==> config.mk <==
export PLATFORM = sky130hd
export DESIGN_NAME = i2cmb_bit_ctrl
export DESIGN_NICKNAME = d
export VERILOG_FILES = /design/src/rtl/i2cmb_bit_ctrl.sv
export SDC_FILE = /design/constraint.sdc
export NUM_CORES = 1
export LEC_CHECK = 0
export BUFFER_PORTS_ARGS = -buffer_cell sky130_fd_sc_hd__buf_2
export CAP_MARGIN = 40
export CORE_MARGIN = 2
export CORE_UTILIZATION = 62
export DETAILED_ROUTE_END_ITERATION = 8
export PLACE_DENSITY = 0.91
export REMOVE_ABC_BUFFERS = 1
export SLEW_MARGIN = 5
export SYNTH_ARGS = -nofsm -noshare
export SYNTH_HDL_FRONTEND = slang
export SYNTH_SLANG_ARGS = --single-unit
==> constraint.sdc <==
create_clock -name clk_i -period 2.9 [get_ports clk_i]
set_input_delay 0.29 -clock clk_i [delete_from_list [all_inputs] [get_ports clk_i]]
set_output_delay 0.29 -clock clk_i [all_outputs]
set_load 0.02 [all_outputs]
==> src/rtl/i2cmb_bit_ctrl.sv <==
// i2cmb_bit_ctrl: bit-level I2C engine (START/STOP/WRITE/READ -> 4-phase SCL/SDA)
// Optional: `define I2CMB_CLK_STRETCH_EN to let slaves stretch SCL in PH_B.
//
// Ports:
//   clk_i, rst_i (async, active low)
//   prescale_i   phase length minus one, latched on accept
//   cmd_valid_i / cmd_ready_o / cmd_i / din_i   command handshake
//   done_o, dout_o, arb_lost_o, busy_o         status
//   scl_i, sda_i  pad inputs (2-flop synchronised)
//   scl_oe_o, sda_oe_o  1 = pull line low
module i2cmb_bit_ctrl #(
  parameter int PRESCALE_W = 16
) (
  input  logic                  clk_i,
  input  logic                  rst_i,
  input  logic [PRESCALE_W-1:0] prescale_i,
  input  logic                  cmd_valid_i,
  output logic                  cmd_ready_o,
  input  logic [1:0]            cmd_i,
  input  logic                  din_i,
  output logic                  done_o,
  output logic                  dout_o,
  output logic                  arb_lost_o,
  output logic                  busy_o,
  input  logic                  scl_i,
  input  logic                  sda_i,
  output logic                  scl_oe_o,
  output logic                  sda_oe_o
);

  typedef enum logic [2:0] {
    IDLE, PH_A, PH_B, PH_C, PH_D
  } state_t;

  localparam logic [1:0] CMD_START = 2'b00;
  localparam logic [1:0] CMD_STOP  = 2'b01;
  localparam logic [1:0] CMD_WRITE = 2'b10;

  localparam logic [PRESCALE_W-1:0] ONE = PRESCALE_W'(1);

  state_t                r_state;
  logic [PRESCALE_W-1:0] r_cnt;
  logic [PRESCALE_W-1:0] r_pre;
  logic [1:0]            r_cmd;
  logic                  r_din;
  logic                  r_scl_oe;
  logic                  r_sda_oe;
  logic                  r_done;
  logic                  r_dout;
  logic                  r_arb;
  logic                  r_busy;
  logic                  r_scl_s1;
  logic                  r_scl_s2;
  logic                  r_sda_s1;
  logic                  r_sda_s2;
  logic                  r_sda_d;

  logic w_hold;
  logic w_arb;

  // {scl_oe, sda_oe} for a command in a given phase
  function automatic logic [1:0] f_drive(
    input logic [1:0] c,
    input logic       d,
    input state_t     ph
  );
    logic [1:0] v;
    v = 2'b00;
    unique case (c)
      CMD_START: v = {ph == PH_D, ph == PH_C || ph == PH_D};
      CMD_STOP:  v = {ph == PH_A, ph == PH_A || ph == PH_B};
      CMD_WRITE: v = {ph == PH_A || ph == PH_D, ~d};
      default:   v = {ph == PH_A || ph == PH_D, 1'b0};
    endcase
    return v;
  endfunction

`ifdef I2CMB_CLK_STRETCH_EN
  // SCL high phase only counts once the bus really shows SCL high
  assign w_hold = (r_state == PH_B) && !r_scl_s2;
`else
  assign w_hold = 1'b0;
`endif

  // we released SDA for a 1 but someone else holds it low
  assign w_arb = (r_cmd == CMD_WRITE) && r_din && !r_sda_s2;

  always_ff @(posedge clk_i or negedge rst_i) begin
    if (!rst_i) begin
      r_state  <= IDLE;
      r_cnt    <= '0;
      r_pre    <= '0;
      r_cmd    <= CMD_START;
      r_din    <= 1'b0;
      r_scl_oe <= 1'b0;
      r_sda_oe <= 1'b0;
      r_done   <= 1'b0;
      r_dout   <= 1'b0;
      r_arb    <= 1'b0;
    end else begin
      r_done <= 1'b0;
      r_arb  <= 1'b0;
      case (r_state)
        IDLE: begin
          if (cmd_valid_i) begin
            r_cmd   <= cmd_i;
            r_din   <= din_i;
            r_pre   <= prescale_i;
            r_cnt   <= prescale_i;
            r_state <= PH_A;
            {r_scl_oe, r_sda_oe} <= f_drive(cmd_i, din_i, PH_A);
          end
        end
        default: begin
          if (!w_hold) begin
            if (r_cnt != '0) begin
              r_cnt <= r_cnt - ONE;
            end else begin
              r_cnt <= r_pre;
              case (r_state)
                PH_A: begin
                  r_state <= PH_B;
                  {r_scl_oe, r_sda_oe} <= f_drive(r_cmd, r_din, PH_B);
                end
                PH_B: begin
                  r_state <= PH_C;
                  {r_scl_oe, r_sda_oe} <= f_drive(r_cmd, r_din, PH_C);
                end
                PH_C: begin
                  if (r_cmd[1]) r_dout <= r_sda_s2;
                  if (w_arb) begin
                    r_state  <= IDLE;
                    r_cnt    <= '0;
                    r_done   <= 1'b1;
                    r_arb    <= 1'b1;
                    r_scl_oe <= 1'b0;
                    r_sda_oe <= 1'b0;
                  end else begin
                    r_state <= PH_D;
                    {r_scl_oe, r_sda_oe} <= f_drive(r_cmd, r_din, PH_D);
                  end
                end
                default: begin
                  // line levels of PH_D are kept while idle
                  r_state <= IDLE;
                  r_cnt   <= '0;
                  r_done  <= 1'b1;
                end
              endcase
            end
          end
        end
      endcase
    end
  end

  // synchronisers and START/STOP detection for any master on the bus
  always_ff @(posedge clk_i or negedge rst_i) begin
    if (!rst_i) begin
      r_scl_s1 <= 1'b1;
      r_scl_s2 <= 1'b1;
      r_sda_s1 <= 1'b1;
      r_sda_s2 <= 1'b1;
      r_sda_d  <= 1'b1;
      r_busy   <= 1'b0;
    end else begin
      r_scl_s1 <= scl_i;
      r_scl_s2 <= r_scl_s1;
      r_sda_s1 <= sda_i;
      r_sda_s2 <= r_sda_s1;
      r_sda_d  <= r_sda_s2;
      if (r_scl_s2 && r_sda_d && !r_sda_s2)
        r_busy <= 1'b1;
      else if (r_scl_s2 && !r_sda_d && r_sda_s2)
        r_busy <= 1'b0;
    end
  end

  assign cmd_ready_o = (r_state == IDLE);
  assign done_o      = r_done;
  assign dout_o      = r_dout;
  assign arb_lost_o  = r_arb;
  assign busy_o      = r_busy;
  assign scl_oe_o    = r_scl_oe;
  assign sda_oe_o    = r_sda_oe;

endmodule

## Word-level counts from Yosys, hierarchy flattened

Index checks and enable logic that the tools add are counted.

- Register bits: 49
- Bits of input ports: 24
- Output and inout bits: 7
- Word-level logic and storage cells: 82

- $add $sub $neg: 1
- Equal/unequal tests: 9
- Muxes and demuxes: 33
- Bitwise gates (word level): 4
- Reduce and logical (&&, ||, !) cells: 19

Operator list:

| kind | count |
|---|---|
| two-way mux 16 bit | 4 |
| case mux 16 bit (2 select lines) | 1 |
| two-way mux 1 bit | 16 |
| nonzero test 16 bit | 1 |
| subtractor 16 x 1 -> 16 bit (second input constant) | 1 |
| two-way mux 3 bit | 4 |
| case mux 2 bit (3 select lines) | 2 |
| case mux 3 bit (3 select lines) | 1 |
| equality test 3 x 2 -> 1 bit (second input constant) | 2 |
| logical AND 1 bit | 6 |
| case mux 1 bit (2 select lines) | 3 |
| case mux 1 bit (3 select lines) | 2 |
| equality test 2 x 1 -> 1 bit (second input constant) | 2 |
| equality test 2 bit (second input constant) | 2 |
| zero test 2 bit | 2 |
| inequality test 2 bit (second input constant) | 2 |
| inverter 1 bit | 4 |
| AND reduction 2 bit | 2 |
| AND reduction 4 bit | 1 |
| nonzero test 4 bit | 1 |
| equality test 3 x 1 -> 1 bit (second input constant) | 1 |
| zero test 3 bit | 1 |
| AND reduction 3 bit | 1 |
| zero test 1 bit | 2 |
| 2 further kinds | 2 |

## Logic depth before layout (Yosys ltp)

Gate-level depths: netlist (run 1).

- Depth in word-level cells: 7
- Gate-level depth with buffers: 8
- Depth with buffers taken out: 6

## Worst setup path after synthesis (run 1)

Ideal clock, no wire load.

- Kind: register -> register
- Start: register r_cnt[3]
- End: register r_scl_oe, in the netlist scl_oe_o
- Arrival: 1.805 ns
- Required time: 2.775 ns
- Slack: 0.970 ns
- Cell stages (with the launch flop): 6
- Clock period less this slack: 1.930 ns
- Path through: dfrtp_1 > buf_6 > nor4_4 > nand4_1 > o21ai_0 > mux2_2

- Word-level cells in the longest chain between the ends: 3

RTL lines:

| element | RTL line | RTL |
|---|---|---|
| from (decl) | 42 | `logic [PRESCALE_W-1:0] r_cnt;` |
| from (signal assigned) | 109 | `r_cnt <= prescale_i;` |
| from (signal assigned) | 117 | `r_cnt <= r_cnt - ONE;` |
| from (signal assigned) | 119 | `r_cnt <= r_pre;` |
| nonzero test 16 bit | 116 | `if (r_cnt != '0) begin` |
| inequality test 2 bit (no line) | n/a |  |
| AND reduction 3 bit (no line) | n/a |  |
| to (signal assigned) | 111 | `{r_scl_oe, r_sda_oe} <= f_drive(cmd_i, din_i, PH_A);` |
| to (signal assigned) | 123 | `{r_scl_oe, r_sda_oe} <= f_drive(r_cmd, r_din, PH_B);` |
| to (signal assigned) | 127 | `{r_scl_oe, r_sda_oe} <= f_drive(r_cmd, r_din, PH_C);` |
| to (decl) | 46 | `logic r_scl_oe;` |

No other way between the ends.
A chain may end at the register's enable or synchronous reset.

## Final worst setup path (run 1)

- Start: register r_cnt[2]
- End: register r_sda_oe, in the netlist sda_oe_o

- Word-level cells in the longest chain between the ends: 3

RTL lines:

| element | RTL line | RTL |
|---|---|---|
| nonzero test 16 bit | 116 |  |
| inequality test 2 bit (no line) | n/a |  |
| AND reduction 3 bit (no line) | n/a |  |
| to (signal assigned) | 111 |  |
| to (signal assigned) | 123 |  |
| to (signal assigned) | 127 |  |
| to (decl) | 47 | `logic r_sda_oe;` |

No other way between the ends.

==> impl_metrics.ini, run 1 <==
[critical_path]
cp_max_fo = 10
slowest_stage = nor4_4
end_kind = flip-flop
crit_family = simple AND/OR/NAND/NOR gates
start_kind = flip-flop
crit_chain = nor4_4 -> nand4_1 -> o21ai_0 -> mux2_2
worstReg2RegStart = r_cnt[2]
crit_buf_inv = 0
crit_type = flip-flop to flip-flop
cp-startpoint = r_cnt[2]
crit_path_max_incr_delay_ps = 560
required_ps = 3100
cp_data_arrival_time_ps = 2420

[final_layout]
drive_gt1_share_pct = 20.65
nFillCells = 303
fin_cells = 360
syn_to_final_growth_pct = 12.72
n_antenna_cell = 0
nets = 339
seq_area_mm2 = 0.001232
multi_input_area_mm2 = 0.001324

[sta]
tns_ps = 0
rsz0062_at_grt = no
slew_viol_final = 0
fin_crit_ps = 2224
finalHoldViolCount = 0
worst_slew_pin_slew_ps = 526.9
clock_skew_ps = 3.133
period_share_pct = 76.70
setup_viol = 0
whs_ps = 73.76
relSlewSlack_pct = 64.61
fmax_ghz = 0.4496

[placement]
place_congestion = 0.8652
dp_hpwl_um = 4340
port_buffers = 30
dp_cells = 350

[hold_path]
hold_start = sda_i
hp-class = primary input to flip-flop

[synth]
ys_async_sr_fraction_pct = 100.0
avgSynthCellArea_um2 = 9.489
yosysSeqAreaShare_pct = 46.22
ys.flop_type = dfrtp_1
synth_edf_count = 0
synth_warnings = 0
synth_seq_cells = 49
synthCells = 281
ys_types = 47
syn-cell-area_mm2 = 0.002666

[drt]
drt_drc_violations_left = 0
wl_um = 6188
drt_iter0_markers = 163
first_pass_iters = 6
vias = 2203
ant_nets = 0
wl_per_cell_um = 17.19
vias_per_cell = 6.119

[cts]
post-cts-setup-buffer-count = 0
cts_sinks = 49
h-tree-depth = 2
clk_path_buf_depth = 2
numCtsBuffers = 5
clkTransAtPathRegs_ps = 90
root_buffer = clkbuf_8
insertion_delay_ps = 310
cts_tree = built

[floorplanning]
fp.dieW_um = 69.58
rows = 23
die_h_um = 69.58
die_area_mm2 = 0.004841
core-area_mm2 = 0.004058
initial_core_util_pct = 65.71
ios = 31

[global_route]
grt_antenna_before_repair = 0
overflow = 0
grt_util_all_layers_pct = 27.89
grt_max_degree = 30
grt_pass1_vias = 2144
grt_pass1_wl_um = 10650

[pwr]
ir_worst_vdd_mv = 0.4197
power.density_mw_per_mm2 = 563.1
p_leak_nw = 1.412

[job]
drv_cap = 0

[status]
status = finished, final reports clean
## cell type report
| type | count | share of cell area [%] |
|---|---|---|
| Tap cell | 50 | 2.082 |
| Clock buffer | 5 | 2.290 |
| Inverter | 6 | 0.7494 |
| Clock inverter | 3 | 2.165 |
| Multi-Input combinational cell | 208 | 44.05 |
| Timing Repair Buffer | 39 | 7.660 |
| Sequential cell | 49 | 41.01 |
## report_power, final
| part | leakage (nW) | switching (mW) | internal [mW] | total [mW] |
|---|---|---|---|---|
| logic | 0.753 | 0.111 | 0.125 | 0.235 |
| clock network | 0.0681 | 0.231 | 0.342 | 0.573 |
| registers | 0.590 | 0.131 | 0.753 | 0.884 |
## per-stage QoR
| stage | cell area [µm²] | utilization (%) | worst slack (ps) | power, mW |
|---|---|---|---|---|
| after global routing | 3005 | 74.07 | 475.7 | 1.772 |
| after global placement | 2836 | 69.90 | 784.0 | 1.105 |
| after floorplan | 2572 | - | -143.8 | 1.016 |
| after detailed placement | 2856 | 70.40 | 696.2 | 1.120 |
| after CTS | 3000 | 73.94 | 675.0 | 1.691 |
| final | 3005 | 74.07 | 675.7 | 1.692 |
## registers in the layout, indices dropped and copies added (netlist names)
register    flops
arb_lost_o      1
r_cmd           2
r_sda_d         1
r_sda_s2        1
r_scl_s2        1
r_state         3
r_scl_s1        1
r_sda_s1        1
r_pre          16
sda_oe_o        1
busy_o          1
scl_oe_o        1
r_cnt          16
dout_o          1
r_din           1
done_o          1
## cell usage after synthesis, types with 7 or more instances
cell type / count / area share [%]
nor2_1: 19 / 2.7
o21ai_0: 12 / 2.3
nand2_1: 64 / 9.0
clkbuf_1: 9 / 1.3
mux2i_1: 12 / 4.5
nand4_1: 9 / 2.1
dfrtp_1: 44 / 41
a31oi_1: 7 / 1.6
a221o_1: 8 / 3.0
nor3_1: 7 / 1.3
xnor2_1: 8 / 2.6
## kinds of logic (layout without fill, tap and decap cells)
family,count (synthesis),after routing,synth area share [%]
xor gates and xnor gates,10,10,3.285
AOI/OAI and AO/OA,44,44,11.83
adders and majority gates,6,6,2.816
DFF,49,49,46.22
muxes,16,16,6.194
and+or+nand+nor,132,132,25.29
buffers and inverters,24,53,4.364
## worst paths after layout
kind	end	slack, ps	depth (start not counted)
setup / recovery	sda_oe_o	680	4
hold / removal	r_sda_s1	70	1
setup reg to reg	sda_oe_o	680	4
hold reg to reg	r_sda_s2	360	0
max in group asynchronous	r_sda_d	1860	3
min in group asynchronous	r_pre[3]	460	2
## worst register-to-register path, stage by stage (launching register included)
cell and delay [ps]:
dfrtp_1 470, nor4_4 560, nand4_1 350, o21ai_0 350
mux2_2 380
## metal layers
metal | up-vias | wire length (µm) | track usage [%]
li1 | 1046 | - | -
met4 | 0 | 46 | 8.932
met5 | - | 0 | 0
met2 | 68 | 3099 | 44.44
met3 | 7 | 341 | 4.942
met1 | 1082 | 2701 | 39.01
## placed cells by master, fill, tap and decap left out, types with 6 or more instances in the layout
master and instances:
buf_4 6, xnor2_1 8, ha_1 6, nor2b_1 6, o21ai_0 12, buf_2 31, mux2i_1 12, dfrtp_1 44
nor3_1 7, nor2_1 19, a221o_1 8, a31oi_1 7, nand4_1 9, nand3_1 6, nand2_1 64
## repair_timing
action	4_1_cts	5_1_grt
hold buffers	1	0
endpoints found under the setup margin	0	0
hold endpoints to repair	20	0
resized for setup	0	0
No activity file was read; power rests on OpenSTA's default activity.
==> run 2: changes to the inputs <==
Settings changed: CORE_UTILIZATION 62 to 52, PLACE_DENSITY 0.91 to 0.82.
Clock period 2.9 ns to 1.8 ns, I/O delays scaled along.
==> run 2 against run 1 <==
Net effect:
- the flow now finishes with violations (negative setup slack)
- sequential power increased by 58%
- combinational power rose to 2.7 times the previous value
- clock-buffer cell count grew 2
- via count grew 9.2%
- non-clock buffer count grew 40
- die area rose by 18%
==> impl_metrics.ini, run 2 (synthesis gave the netlist of run 1 again) <==
[global_route]
top_usage_layer = met2
grt_antenna_before_repair = 0
use_met3_pct = 4.497
gr-usage-met2_pct = 41.84
use_met1_pct = 34.98
grt_max_degree = 31
grt_pass1_vias = 2283
grt_util_all_layers_pct = 25.89
overflow = 0
grt_pass1_wl_um = 11080

[floorplanning]
die_area_mm2 = 0.005716
initial_core_util_pct = 52.88
core-area_mm2 = 0.005042
fp.dieW_um = 75.61
ios = 31
die_h_um = 75.61
rows = 26

[sta]
slew_viol_final = 0
whs_ps = 76.89
finalHoldViolCount = 0
worst_slew_pin_slew_ps = 494.3
finalWorstSetupSlack_ps = -53.07
clock_skew_ps = 5.803
fin_crit_ps = 1853
period_share_pct = 102.9
rsz0062_at_grt = yes
tns_ps = -53.07
setup_viol = 1
fmax_ghz = 0.5396
relSlewSlack_pct = 67.05

[critical_path]
crit_type = flip-flop to flip-flop
start_kind = flip-flop
cp_data_arrival_time_ps = 2050
ff2ff_setup_slack_ps = -50
r2r_cells = 4
required_ps = 1990
reg2reg_to = r_cnt[14]
end_kind = flip-flop
cp_max_fo = 5
worstReg2RegStart = r_cnt[5]

[cts]
clk_path_buf_depth = 2
h-tree-depth = 2
numCtsBuffers = 5
clkTransAtPathRegs_ps = 90
insertion_delay_ps = 300
root_buffer = clkbuf_8
cts_tree = built
cts_sinks = 49

[drt]
vias = 2406
wl_um = 6977
wl_per_cell_um = 16.61
drt_iter0_markers = 236
vias_per_cell = 5.729
drt_drc_violations_left = 0
ant_nets = 0
first_pass_iters = 5

[final_layout]
drive_gt1_share_pct = 33.43
n_antenna_cell = 0
syn_to_final_growth_pct = 27.64
layout_commonest_cell = nand2_1
reg_top3 = r_cnt (16), r_pre (16), r_state (3)
nets = 379
final_cell_mix = nand2_1 (64), dfrtp_1 (41), buf_4 (41), buf_2 (30), nor2_1 (18)

[pwr]
p_leak_nw = 1.629
ir_worst_vdd_mv = 0.5758
p_seq_share_pct = 51.0
power.density_mw_per_mm2 = 808.2
switchingPower_mw = 0.8306
p_int_mw = 1.920
clkPwrFrac_pct = 25.7
comb_power_share_pct = 23.3
swShare_pct = 30.20

[placement]
dp_hpwl_um = 4840
port_buffers = 30
pre_cts_slack_ps = -65.49
place_congestion = 0.9168

[status]
violations = negative setup slack
status = finished, violations left

[hold_path]
hp-class = primary input to flip-flop
hold_start = prescale_i[7]
worstHoldPathCells = 3
holdPathEnd = r_pre[7]

[job]
drv_cap = 0
[run 2: final cells by class]
class | instances | area [µm²]
fill | 364 | 1639
multi-input combinational | 208 | 1394
sequential | 49 | 1236
timing repair buffer | 79 | 561.8
clock buffer | 7 | 96.34
tap | 70 | 87.58
inverter | 6 | 22.52
clock inverter | 1 | 5.005
[run 2: worst max-delay path by stage]
stage                      to  slack [ps]        from  cells after the start
floorplan           r_cnt[14]       -1240  r_state[1]                      3
global placement     sda_oe_o          60   r_cnt[11]                      4
detailed placement   scl_oe_o         -70    r_cnt[1]                      6
CTS                 r_cnt[14]           3    r_cnt[5]                      4
global route        r_cnt[14]         -80    r_cnt[5]                      4
finish              r_cnt[14]         -50    r_cnt[5]                      4
[run 2: layer usage]
metal,up-vias,part of all wire (%)
met3,12,5.4
met4,0,1.8
met5,-,0
met2,91,50
met1,1178,42
li1,1125,-
[run 2: worst max-delay path, cell delays in order, from the launching register on]
cell     delay (ps)
dfrtp_2         460
nor4_4          410
nand4_2         150
o41a_1          400
a221o_1         320
[run 2: metrics by stage]
step / cells / util, % / total power [mW] / instance area, µm²
global route: 420 / 67.49 / 2.860 / 3403
global placement: 405 / 62.61 / 1.924 / 3157
finish: 420 / 67.49 / 2.750 / 3403
detailed placement: 405 / 62.61 / 1.954 / 3157
floorplan: 263 / - / 1.636 / 2572
CTS: 416 / 65.61 / 2.676 / 3308
[run 2: power by group through the flow]
stage | registers (mW) | clock network, mW | logic, mW
after detailed placement | 1.39 | 0 | 0.567
after floorplan | 1.39 | 0 | 0.251
final | 1.40 | 0.708 | 0.640
after CTS | 1.37 | 0.723 | 0.582
after global placement | 1.38 | 0 | 0.548
after global routing | 1.42 | 0.753 | 0.692
[run 2: what timing repair did]
action / CTS / global route
buffers inserted: 0 / 4
cloned: 0 / 0
gates resized for setup: 7 / 17
hold buffers: 3 / 0
pin swaps: 2 / 3
hold endpoints to repair: 20 / 0
setup endpoints to repair: 11 / 17
==> run 3: changes to the inputs <==
Settings changed: MAX_ROUTING_LAYER set to met4.
==> run 3 against run 2 <==
Net effect:
- the run still ends with negative setup slack left
- via count up 0.54%
- maximum frequency shrank 2.5%
- first-iteration DRC count down 20%
- clock skew grew 4.5 ps
- non-clock buffer count grew 6
- global-route usage rose by 0.66 points
- register-to-register slack lost 50 ps
- clock-buffer cell count is 1 lower
- largest power group unchanged
- highest routed layer unchanged
==> impl_metrics.ini, run 3 (synthesis gave the netlist of run 1 again) <==
[sta]
clock_skew_ps = 10.29
finalWorstSetupSlack_ps = -100.3
finalHoldViolCount = 0
relSlewSlack_pct = 68.88
worst_slew_pin_slew_ps = 462.6
fin_crit_ps = 1900
slew_viol_final = 0
rsz0062_at_grt = yes
period_share_pct = 105.6
setup_viol = 14
fmax_ghz = 0.5262

[cts]
cts_tree = built
numCtsBuffers = 5
clkTransAtPathRegs_ps = 90
clk_path_buf_depth = 2
insertion_delay_ps = 310
cts_sinks = 49
root_buffer = clkbuf_8
h-tree-depth = 2

[critical_path]
critPathMostFrequentCell = buf_4
required_ps = 2050
cp_max_fo = 6
crit_chain = nor4_4 -> buf_4 -> buf_6 -> nand4_1 -> nor2b_1 -> buf_4 -> a221o_1
crit_type = flip-flop to flip-flop
slowest_stage = dfrtp_2
start_kind = flip-flop
crit_path_max_incr_delay_ps = 460
cp_data_arrival_time_ps = 2150
end_kind = flip-flop

[drt]
wl_um = 7292
drt_drc_violations_left = 0
vias = 2419
drt_iter0_markers = 189
wl_per_cell_um = 17.12
wl_met3_um = 461
top_layer = met4
wl_met1_um = 3038
wl_met2_um = 3627
vias_per_cell = 5.678
ant_nets = 0
first_pass_iters = 5

[global_route]
grt_util_all_layers_pct = 26.55
grt_pass1_vias = 2280
overflow = 0
grt_antenna_before_repair = 0
grt_pass1_wl_um = 11030
grt_max_degree = 31

[pwr]
power.density_mw_per_mm2 = 858.4
swShare_pct = 29.99
p_int_mw = 2.069
clkPwrFrac_pct = 28.0
p_seq_share_pct = 47.8
comb_power_share_pct = 24.2
ir_worst_vdd_mv = 0.6642
p_leak_nw = 1.655
switchingPower_mw = 0.8862

[placement]
pre_cts_slack_ps = -27.15
port_buffers = 30
place_congestion = 0.8947
dp_hpwl_um = 4861
dp_cells = 406
placed_area_mm2 = 0.003152

[job]
drv_cap = 0

[final_layout]
nets = 385
drive_gt1_share_pct = 33.15
seq_area_mm2 = 0.001234
final_cell_mix = nand2_1 (64), buf_4 (49), dfrtp_1 (43), buf_2 (30), nor2_1 (18)
nFillCells = 375
fin_cells = 426
reg_top3 = r_cnt (16), r_pre (16), r_state (3)
design_area_mm2 = 0.003442
syn_to_final_growth_pct = 29.09
layout_commonest_cell = nand2_1
n_antenna_cell = 0
multi_input_area_mm2 = 0.001388

[floorplanning]
die_area_mm2 = 0.005716
die_h_um = 75.61
fp.dieW_um = 75.61
ios = 31
rows = 26
core-area_mm2 = 0.005042
initial_core_util_pct = 52.88

[status]
status = finished, violations left
violations = negative setup slack

[hold_path]
hp-class = primary input to flip-flop
-- run 3: area by class of cell --
class,instances,share of cell area [%]
clock inverter,2,1.091
clock buffer,6,2.399
multi-input combinational,208,40.31
inverter,6,0.6543
sequential,49,35.84
timing repair buffer,85,17.16
tap,70,2.545
-- run 3: power groups by stage --
| stage | Combinational, mW | Clock, mW | Sequential (mW) |
|---|---|---|---|
| finish | 0.715 | 0.827 | 1.41 |
| global route | 0.763 | 0.870 | 1.42 |
| CTS | 0.609 | 0.837 | 1.37 |
| detailed placement | 0.555 | 0 | 1.39 |
| global placement | 0.541 | 0 | 1.38 |
| floorplan | 0.251 | 0 | 1.39 |
-- run 3: per-stage QoR --
step	setup TNS [ps]	power (mW)	hold WS [ps]	utilization, %
CTS	-2.227	2.819	64.44	66.23
finish	-946.9	2.955	63.30	68.26
floorplan	-23910	1.636	-115.6	-
global route	-1632	3.051	83.44	68.26
global placement	0	1.923	160.2	62.51
detailed placement	-207.7	1.942	160.0	62.51
-- run 3: final timing paths --
kind | to | slack (ps) | cells after the start | start
worst max-delay path | r_cnt[9] | -100 | 7 | r_cnt[5]
worst min-delay path | r_pre[1] | 60 | 3 | prescale_i[1]
worst max register to register | r_cnt[9] | -100 | 7 | r_cnt[5]
worst min register to register | r_sda_s2 | 360 | 0 | r_sda_s1
max in group asynchronous | r_scl_s2 | 880 | 3 | rst_i
min in group asynchronous | r_pre[7] | 350 | 2 | rst_i
-- run 3: critical path: cells and delay by family (launching register included) --
family | cells | cell delay [ps]
simple gates | 3 | 740
buf+inv | 3 | 480
compound gates | 1 | 160
flops | 1 | 460
-- run 3: metal layers --
layer  global-route usage, %  up-vias
li1                        -     1134
met3                   4.630       20
met4                   9.162        0
met5                       -        -
met2                   43.09       99
met1                   33.73     1166
-- run 3: repair_timing --
item,CTS,global route
pin swaps,3,12
buffers inserted,3,6
resized for setup,6,12
endpoints found under the hold margin,20,0
setup endpoints to repair,14,18
hold buffers,3,0
